--- src/rtl/fifo_rd_unpacker.sv ---
// Read-side consumer of the async FIFO: issues reads, buffers up to two words,
// and serializes each word into OUT_WIDTH lanes (LSB lane first) on valid/ready.
module fifo_rd_unpacker #(
  parameter int DATA_WIDTH = 32,
  parameter int OUT_WIDTH  = 8,
  parameter int CNT_WIDTH  = 16
) (
  input  logic                  RClk,
  input  logic                  PresetFull,
  input  logic [DATA_WIDTH-1:0] fifo_data_in,
  input  logic                  fifo_empty_in,
  output logic                  fifo_read_en_out,
  output logic [OUT_WIDTH-1:0]  out_data,
  output logic                  out_valid,
  input  logic                  out_ready,
  output logic                  out_last,
  output logic [CNT_WIDTH-1:0]  word_count
);

  localparam int R  = DATA_WIDTH / OUT_WIDTH;
  localparam int LW = (R > 1) ? $clog2(R) : 1;
  localparam logic [LW-1:0] LAST_LANE = LW'(R - 1);

  generate
    if (DATA_WIDTH % OUT_WIDTH != 0) begin : g_bad_width
      $error("fifo_rd_unpacker: DATA_WIDTH must be a multiple of OUT_WIDTH");
    end
  endgenerate

  logic [1:0][DATA_WIDTH-1:0] buf_q, buf_d;
  logic                       wr_ptr_q, wr_ptr_d;
  logic                       rd_ptr_q, rd_ptr_d;
  logic [1:0]                 cnt_q, cnt_d;
  logic                       pend_q;
  logic [LW-1:0]              lane_q, lane_d;
  logic [CNT_WIDTH-1:0]       wcnt_q, wcnt_d;

  logic                       xfer, last_lane, pop;
  logic [R-1:0][OUT_WIDTH-1:0] cur_w;

  // A read in flight already owns a buffer slot, so it counts toward occupancy.
  assign fifo_read_en_out = !PresetFull && !fifo_empty_in &&
                            ((cnt_q + {1'b0, pend_q}) < 2'd2);

  assign cur_w      = buf_q[rd_ptr_q];
  assign out_valid  = (cnt_q != 2'd0);
  assign out_data   = cur_w[lane_q];
  assign last_lane  = (lane_q == LAST_LANE);
  assign out_last   = out_valid && last_lane;
  assign xfer       = out_valid && out_ready;
  assign pop        = xfer && last_lane;
  assign word_count = wcnt_q;

  always_comb begin
    buf_d    = buf_q;
    wr_ptr_d = wr_ptr_q;
    rd_ptr_d = rd_ptr_q;
    cnt_d    = cnt_q;
    lane_d   = lane_q;
    wcnt_d   = wcnt_q;

    if (pend_q) begin
      buf_d[wr_ptr_q] = fifo_data_in;
      wr_ptr_d        = !wr_ptr_q;
    end

    if (xfer) begin
      if (last_lane) begin
        lane_d   = '0;
        rd_ptr_d = !rd_ptr_q;
        wcnt_d   = wcnt_q + CNT_WIDTH'(1);
      end else begin
        lane_d   = lane_q + LW'(1);
      end
    end

    case ({pend_q, pop})
      2'b10:   cnt_d = cnt_q + 2'd1;
      2'b01:   cnt_d = cnt_q - 2'd1;
      default: cnt_d = cnt_q;
    endcase
  end

  always_ff @(posedge RClk or posedge PresetFull) begin
    if (PresetFull) begin
      buf_q    <= '0;
      wr_ptr_q <= 1'b0;
      rd_ptr_q <= 1'b0;
      cnt_q    <= '0;
      pend_q   <= 1'b0;
      lane_q   <= '0;
      wcnt_q   <= '0;
    end else begin
      buf_q    <= buf_d;
      wr_ptr_q <= wr_ptr_d;
      rd_ptr_q <= rd_ptr_d;
      cnt_q    <= cnt_d;
      pend_q   <= fifo_read_en_out;
      lane_q   <= lane_d;
      wcnt_q   <= wcnt_d;
    end
  end

endmodule

--- config.mk ---
export PLATFORM = sky130hd
export DESIGN_NAME = fifo_rd_unpacker
export DESIGN_NICKNAME = d
export VERILOG_FILES = /design/src/rtl/fifo_rd_unpacker.sv
export SDC_FILE = /design/constraint.sdc
export NUM_CORES = 1
export LEC_CHECK = 0
export CORE_AREA = 2 2 103 105
export DETAILED_ROUTE_END_ITERATION = 12
export DIE_AREA = 0 0 105 107
export SETUP_SLACK_MARGIN = 0.4
export SLEW_MARGIN = 20
export SYNTH_ARGS = -nofsm -noshare
export SYNTH_HDL_FRONTEND = slang
export SYNTH_SLANG_ARGS = --single-unit
--- constraint.sdc ---
create_clock -name RClk -period 3.4 [get_ports RClk]
set_clock_uncertainty 0.2 [all_clocks]
set_input_delay 0.68 -clock RClk [delete_from_list [all_inputs] [get_ports RClk]]
set_output_delay 0.68 -clock RClk [all_outputs]
set_load 0.01 [all_outputs]
==> results.sh <==
export IMPL_status="finished clean"
export IMPL_critPathRequiredTime_ns=2.52
export IMPL_die_area_um2=11200
export IMPL_worst_pin_slew_ns=0.735
export IMPL_cp_end_kind="output port"
export IMPL_synthesis_nets=290
export IMPL_mostFrequentLayoutCell="dfrtp_1"
export IMPL_dpl_hpwl_um=5430
export IMPL_crit_type="flop to output port"
export IMPL_top_usage_layer="met2"
export IMPL_timing_setup_tns_ns=0
export IMPL_setup_violations=0
export IMPL_yosys_area_share_adder=0.00951
export IMPL_maxCapViolCount=0
export IMPL_relSlewSlack=0.510
export IMPL_syn_avg_cell_area_um2=15.7
export IMPL_io_buffers=62
export IMPL_htree_levels=3
export IMPL_drc=0
export IMPL_rows=37
export IMPL_cp_cell_sequence="buf_4, buf_12, mux4_1, mux2_4, dlygate4sd2_1"
export IMPL_place_gp_congestion=0.711
export IMPL_final_cell_mix="dfrtp_1 (84), mux2_2 (67), clkdlybuf4s50_1 (54)"
export IMPL_grt_max_degree=58
export IMPL_synthXorXnorAreaFrac=0.0485
export IMPL_clockBufferDepth=2
export IMPL_drv_slew=0
export IMPL_diodes=0
export IMPL_grt_use_met3=0.0353
export IMPL_grtUsageMet2=0.226
export IMPL_yosys_area_share_simple=0.0501
export IMPL_die_w_um=105
export IMPL_synth_seq_area_share=0.552
export IMPL_clock_latency_ns=0.34
export IMPL_cts_tree="yes"
export IMPL_rrSetupSlack_ns=1.31
export IMPL_first_global_vias=2474
export IMPL_fmax_mhz=334
export IMPL_pin_count=63
export IMPL_reg2reg_from="lane_q[0]"
export IMPL_root_buffer="clkbuf_8"
export IMPL_final_hold_violation_count=0
export IMPL_rr_worst_depth=8
export IMPL_drive_above_1_share=0.359
export IMPL_clkTransAtPathRegs_ns=0.09
export IMPL_ys_ff_latch=87
export IMPL_wirelength_um=7840
export IMPL_antenna_found_initial=0
export IMPL_numCtsBuffers=9
export IMPL_coreArea_um2=10100
export IMPL_dr_pass1_iters=4
export IMPL_fin_crit_ns=3.00
export IMPL_synthMuxAreaShare=0.311
export IMPL_yosysWarnings=0
export IMPL_hold_slack_ns=0.274
export IMPL_arrival_ns=2.12
export IMPL_crit_fanout=10
export IMPL_use_met1=0.221
export IMPL_start_util=0.391
export IMPL_hold_end="word_count[15]"
export IMPL_finalCritPeriodShare=0.882
export IMPL_die_y_um=107
export IMPL_slowest_delay_ns=0.56
export IMPL_power_density_nw_per_um2=856
export IMPL_nets=363
export IMPL_start_kind="flop"
export IMPL_vias_per_cell=4.92
export IMPL_min_path_type="flop to flop"
export IMPL_worstHoldStart="word_count[15]"
export IMPL_cp_slowest_cell="mux4_1"
export IMPL_ys_types=27
export IMPL_r2r_end="cnt_q[1]"
export IMPL_drtIter0Drc=77
export IMPL_grt_overflow_total=0
export IMPL_via_count=2286
export IMPL_peakVddDrop_uv=275
export IMPL_synth_area_um2=3950
export IMPL_syn_inst=251
export IMPL_rsz0062_at_grt="true"
export IMPL_clock_sinks=87
export IMPL_post_drt_wl_per_cell_um=16.9
export IMPL_hold_depth=1
export IMPL_synth_compound_area_frac=0.00729
export IMPL_grt_pass1_wl_um=13200
export IMPL_synth_top_family_by_area="multiplexers"
export IMPL_syn_to_final_growth_pct=25.5
export IMPL_cts_hold_buf=0
export IMPL_p_leak_nw=2.11
export IMPL_postRouteAntennaNets=0
export IMPL_gr_usage_all_layers=0.152
through the flow:
| stage | worst slack, ns | total power, mW | instances | cell area (um^2) | util |
|---|---|---|---|---|---|
| after floorplan | 1.13 | 2.98 | 251 | 3950 | - |
| after global placement | 0.477 | 3.59 | 446 | 4740 | 0.470 |
| after detailed placement | 0.467 | 3.62 | 446 | 4740 | 0.470 |
| after CTS | 0.281 | 4.29 | 464 | 4940 | 0.490 |
| after global routing | 0.337 | 4.51 | 465 | 4950 | 0.491 |
| final | 0.402 | 4.24 | 465 | 4950 | 0.491 |
cells in the mapped netlist, drive strengths merged:
cell type,n,share of area
dfrtp,87,0.55
nor3,5,0.012
o211ai,1,0.0054
nor2,3,0.0029
and3,1,0.0016
xor2,6,0.015
xnor2,15,0.033
a21o,1,0.0019
nand4,1,0.0016
mux4,16,0.097
nand2,13,0.012
clkbuf,1,0.00095
and4,3,0.0073
or2,1,0.0016
and2,2,0.0032
mux2,73,0.21
inv,3,0.0029
nand3,6,0.0076
buf,10,0.018
ha,3,0.0095
critical path, delay by kind of cell (launching register included):
kind     cells  cell delay, ns
flops        1            0.39
mux          2            0.85
buf+inv      3            0.53
timing repair:
| item | CTS | global route |
|---|---|---|
| gates resized for setup | 10 | 1 |
| setup buffers | 2 | 1 |
| setup endpoints to repair | 9 | 1 |
state kept, by name, summed over array words and instances, names as in the netlist:
| name | flops |
|---|---|
| pend_q | 1 |
| word_count | 16 |
| wr_ptr_q | 1 |
| rd_ptr_q | 1 |
| lane_q | 2 |
| cnt_q | 2 |
| buf_q | 64 |
area by class of cell:
type                    instances  area (um^2)
flip-flops and latches         87         2180
multi-input cells             150         1690
clock inverters                 3         42.5
repair buffers                 73          709
well taps                     136          170
inverters                       3         15.0
clock buffers                  13          149
fillers                       914         5140
cells by family (layout without fill, tap and decap cells):
| logic type | count (synthesis) | count (layout) |
|---|---|---|
| multiplexers | 89 | 89 |
| flip-flops | 87 | 87 |
| buffers and inverters | 14 | 92 |
| adder cells (fa/ha/maj) | 3 | 3 |
| XOR/XNOR | 21 | 21 |
| AND/OR/NAND/NOR | 35 | 35 |
| AO/OA/AOI/OAI | 2 | 2 |
power breakdown:
| part | switching [mW] | total [mW] | internal (mW) | leakage, nW |
|---|---|---|---|---|
| Sequential | 0.324 | 1.81 | 1.49 | 1.06 |
| Clock | 0.353 | 0.713 | 0.360 | 0.0936 |
| Combinational | 0.586 | 1.71 | 1.13 | 0.965 |
metal layers:
| layer | vias up | wire length, um |
|---|---|---|
| met4 | 0 | 89 |
| li1 | 1062 | - |
| met2 | 31 | 3540 |
| met3 | 6 | 236 |
| met1 | 1187 | 3970 |
| met5 | - | 0 |
worst max path at each step:
| stage | startpoint | endpoint | slack (ns) | cells after the start |
|---|---|---|---|---|
| 4_1_cts | lane_q[0] | out_data[4] | 0.28 | 4 |
| 3_3_place_gp | lane_q[0] | out_data[4] | 0.48 | 4 |
| 3_5_place_dp | lane_q[0] | out_data[4] | 0.47 | 4 |
| 6_report | lane_q[0] | out_data[3] | 0.40 | 5 |
| 5_1_grt | lane_q[0] | out_data[3] | 0.34 | 5 |
| 2_1_floorplan | lane_q[0] | out_data[1] | 1.13 | 4 |
Power figures use the tool's default switching activity.
